[config.mk]
export PLATFORM = sky130hd
export DESIGN_NAME = alu_rr_arbiter
export DESIGN_NICKNAME = d
export VERILOG_FILES = /design/src/rtl/alu_rr_arbiter.sv
export SDC_FILE = /design/constraint.sdc
export NUM_CORES = 1
export LEC_CHECK = 0
export ABC_AREA = 1
export CAP_MARGIN = 20
export CORE_MARGIN = 3
export CORE_UTILIZATION = 41
export CTS_BUF_LIST = sky130_fd_sc_hd__clkbuf_4 sky130_fd_sc_hd__clkbuf_8
export CTS_CLUSTER_DIAMETER = 30
export DETAILED_ROUTE_END_ITERATION = 7
export HOLD_SLACK_MARGIN = 0.06
export PLACE_DENSITY = 0.91
export SLEW_MARGIN = 0
export SYNTH_ARGS = -nofsm -noshare
export SYNTH_HDL_FRONTEND = slang
export SYNTH_SLANG_ARGS = --single-unit
[constraint.sdc]
create_clock -name clk -period 3.8 [get_ports clk]
set_input_delay 0.38 -clock clk [delete_from_list [all_inputs] [get_ports clk]]
set_output_delay 0.38 -clock clk [all_outputs]
set_load 0.1 [all_outputs]
[src/rtl/alu_rr_arbiter.sv]
// Two-requester round-robin front end for one shared combinational ALU.
// At most one operation in flight: accept (IDLE) -> drive ALU (EXEC) -> respond (RESP).
module alu_rr_arbiter #(
   parameter int M = 32
) (
   input  logic         clk,
   input  logic         rst,
   input  logic         req0_valid,
   output logic         req0_ready,
   input  logic [M-1:0] req0_a,
   input  logic [M-1:0] req0_b,
   input  logic [3:0]   req0_op,
   input  logic         req1_valid,
   output logic         req1_ready,
   input  logic [M-1:0] req1_a,
   input  logic [M-1:0] req1_b,
   input  logic [3:0]   req1_op,
   output logic         rsp0_valid,
   input  logic         rsp0_ready,
   output logic         rsp1_valid,
   input  logic         rsp1_ready,
   output logic [M-1:0] rsp_result,
   output logic [3:0]   rsp_flags,
   output logic [M-1:0] alu_a,
   output logic [M-1:0] alu_b,
   output logic [3:0]   alu_op,
   input  logic [M-1:0] alu_result,
   input  logic [3:0]   alu_flags
);

   localparam logic [1:0] IDLE = 2'd0;
   localparam logic [1:0] EXEC = 2'd1;
   localparam logic [1:0] RESP = 2'd2;

   logic [1:0]   state_q, state_d;
   logic         prio_q, prio_d;
   logic         gnt_q, gnt_d;
   logic [M-1:0] a_q, a_d, b_q, b_d, res_q, res_d;
   logic [3:0]   op_q, op_d, flg_q, flg_d;

   logic any_req, sel, idle, rsp_take;

   assign any_req  = req0_valid | req1_valid;
   // Tie goes to prio; otherwise the lone valid requester wins.
   assign sel      = (req0_valid & req1_valid) ? prio_q : req1_valid;
   assign idle     = (state_q == IDLE);
   assign rsp_take = gnt_q ? rsp1_ready : rsp0_ready;

   assign req0_ready = ~rst & idle & any_req & ~sel;
   assign req1_ready = ~rst & idle & any_req & sel;
   assign rsp0_valid = (state_q == RESP) & ~gnt_q;
   assign rsp1_valid = (state_q == RESP) & gnt_q;

   assign alu_a      = a_q;
   assign alu_b      = b_q;
   assign alu_op     = op_q;
   assign rsp_result = res_q;
   assign rsp_flags  = flg_q;

   always_comb begin
      state_d = state_q;
      prio_d  = prio_q;
      gnt_d   = gnt_q;
      a_d     = a_q;
      b_d     = b_q;
      op_d    = op_q;
      res_d   = res_q;
      flg_d   = flg_q;
      case (state_q)
         IDLE: begin
            if (any_req) begin
               gnt_d   = sel;
               a_d     = sel ? req1_a  : req0_a;
               b_d     = sel ? req1_b  : req0_b;
               op_d    = sel ? req1_op : req0_op;
               state_d = EXEC;
            end
         end
         EXEC: begin
            res_d   = alu_result;
            flg_d   = alu_flags;
            state_d = RESP;
         end
         RESP: begin
            if (rsp_take) begin
               prio_d  = ~gnt_q;
               state_d = IDLE;
            end
         end
         default: state_d = IDLE;
      endcase
   end

   always_ff @(posedge clk or posedge rst) begin
      if (rst) begin
         state_q <= IDLE;
         prio_q  <= 1'b0;
         gnt_q   <= 1'b0;
         a_q     <= '0;
         b_q     <= '0;
         op_q    <= '0;
         res_q   <= '0;
         flg_q   <= '0;
      end else begin
         state_q <= state_d;
         prio_q  <= prio_d;
         gnt_q   <= gnt_d;
         a_q     <= a_d;
         b_q     <= b_d;
         op_q    <= op_d;
         res_q   <= res_d;
         flg_q   <= flg_d;
      end
   end

endmodule

==> qor.yml <==
grt_usage_pct: 22.7
async_flop_share_pct: 100
finClkSkew_ns: 0.00882
rr_worst_depth: 6
timing.rr.start: "state_q[1]"
area_growth_pct: 57.2
pre_cts_slack_ns: 1.06
vias: 5714
antenna-diode-count: 0
hold_start: "req1_valid"
grt_overflow: 0
cts_setup_buffers: 0
cts_buffers: 9
ys_warn_count: 0
synth_top_area_share_pct: 49.5
grt_pass1_wl_um: 26700
cts.clk_slew.worst_paths_ns: 0.09
setup_viol: 0
yosysMostFrequentCell: "nand2_1"
port_buffers: 285
io_pins: 286
dieArea_um2: 14700
r2r_end: "alu_op[3]"
viasPerCell: 4.75
fillers: 1048
cp_data_arrival_time_ns: 2.36
ys_seq_area_share_pct: 49.5
syn-num-nets: 945
synth-edff-count: 0
synth_common_cells: "nand2_1 (285), nand3_1 (172), inv_1 (141), dfrtp_1 (108), clkbuf_1 (21)"
die_w_um: 121
cp-end-kind: "primary output"
netlist_area_um2: 5460
min_period_over_period_pct: 72.2
slew_headroom_pct: 30.5
setup_tns_ns: 0
avgRoutedWirePerCell_um: 14.2
yosysUniqueCellTypes: 16
ys_seq_elements: 108
gp_congestion: 0.822
hpwlAfterDp_um: 12500
cp-start-kind: "input pin"
cp_data_required_time_ns: 3.42
post_cts_resized: 0
grt_start_max_net_pins: 71
insertion_delay_ns: 0.37
wl_um: 17000
clk_path_buf_depth: 2
fmax_mhz: 364
drtIter0Drc: 396
htree_levels: 3
status: "completed"
drcViolationCount: 0
holdPathStages: 3
start_util_pct: 42.5
slew_viol_final: 0
crit_fanout: 32
worstMarginPinSlew_ns: 1.04
avgSynthCellArea_um2: 7.11
critical_path_class: "input pin to primary output"
antenna_found_initial: 0
dr.pass1.iters: 5
holdPathEnd: "gnt_q"
synthTopCellsByArea: "dfrtp_1 (50%), nand2_1 (20%), nand3_1 (16%), inv_1 (9.7%), buf_2 (1.7%)"
drive_gt1_share_pct: 3.59
grt_pass1_vias: 5317
ys.flop_type: "dfrtp_1"
final_antenna_net_count: 0
core_um2: 12800
hold_path_class: "input pin to register"
cts-root-buf: "clkbuf_8"
period_minus_slack_ns: 2.74
die_h_um: 121
worst_slack_ns: 1.06
rows: 41
cts_tree: "yes"
r2r_slack_ns: 1.62
grt_setup_unrepaired: "false"
finalHoldViolations: 0
syn_inst: 767
nNetsFinal: 1204
drv_cap: 0
yosys.area.top_type: "dfrtp_1"
hold_buffers: 0
cts_sinks: 108
-- flip-flops by register name, summed over array words and instances, names as in the netlist --
signal,count
alu_a,32
alu_b,32
alu_op,4
gnt_q,1
prio_q,1
rsp_flags,4
rsp_result,32
state_q,2
-- worst max-delay path by stage --
stage	startpoint	to	slack (ns)	cells past startpoint
floorplan	rst	req0_ready	0.48	3
global placement	req0_valid	req0_ready	1.09	7
detailed placement	req0_valid	req0_ready	1.06	7
CTS	req0_valid	req0_ready	1.04	7
global route	req0_valid	req0_ready	0.85	7
finish	req0_valid	req0_ready	1.06	7
-- logic make-up (layout without fill, tap and decap cells) --
kind of cell / after synthesis / in the layout / synth area share (%)
simple gates: 466 / 466 / 36.3
buf+inv: 190 / 453 / 13.9
flops: 108 / 108 / 49.5
compound gates: 3 / 3 / 0.275
-- area by class of cell --
type | count | area, um2 | share of cell area [%]
well taps | 172 | 215 | 2.51
inverters | 143 | 541 | 6.30
flip-flops and latches | 108 | 2700 | 31.5
multi-input cells | 469 | 2000 | 23.3
repair buffers | 295 | 2950 | 34.3
clock buffers | 12 | 153 | 1.78
clock inverters | 3 | 23.8 | 0.277
-- critical path: stages --
cell             delay (ns)
clkdlybuf4s50_1        0.52
nand2_2                0.41
nand2_2                0.19
buf_4                  0.33
nand2_1                0.09
nor2_1                 0.21
buf_12                 0.21
-- layout by cell type (no fill, tap or decap), drive strengths merged --
master	instances
clkbuf	12
inv	142
o21ai	3
nor2	7
clkinvlp	3
nand4	1
buf	15
clkdlybuf4s50	280
nand3	172
dfrtp	108
nand2	286
clkinv	1
-- through the flow --
stage          instances  area [um2]  util [%]  hold WS [ns]
3_5_place_dp        1187        8400      65.5         0.459
5_1_grt             1202        8580      66.9         0.479
4_1_cts             1202        8580      66.9         0.467
2_1_floorplan        767        5460         -         0.453
6_report            1202        8580      66.9         0.467
3_3_place_gp        1186        8370      65.3         0.453
-- metal layers --
| metal | vias up | part of all wire [%] | GRT usage (%) |
|---|---|---|---|
| met5 | - | 0 | 0 |
| met4 | 0 | 2.0 | 6.79 |
| met2 | 253 | 49 | 38.5 |
| met1 | 2614 | 39 | 27.1 |
| met3 | 26 | 10 | 8.21 |
| li1 | 2821 | - | - |
Power is left out: the tool's default activity adds up to more than one toggle a clock period on the data nets, which glitch-free logic cannot reach.
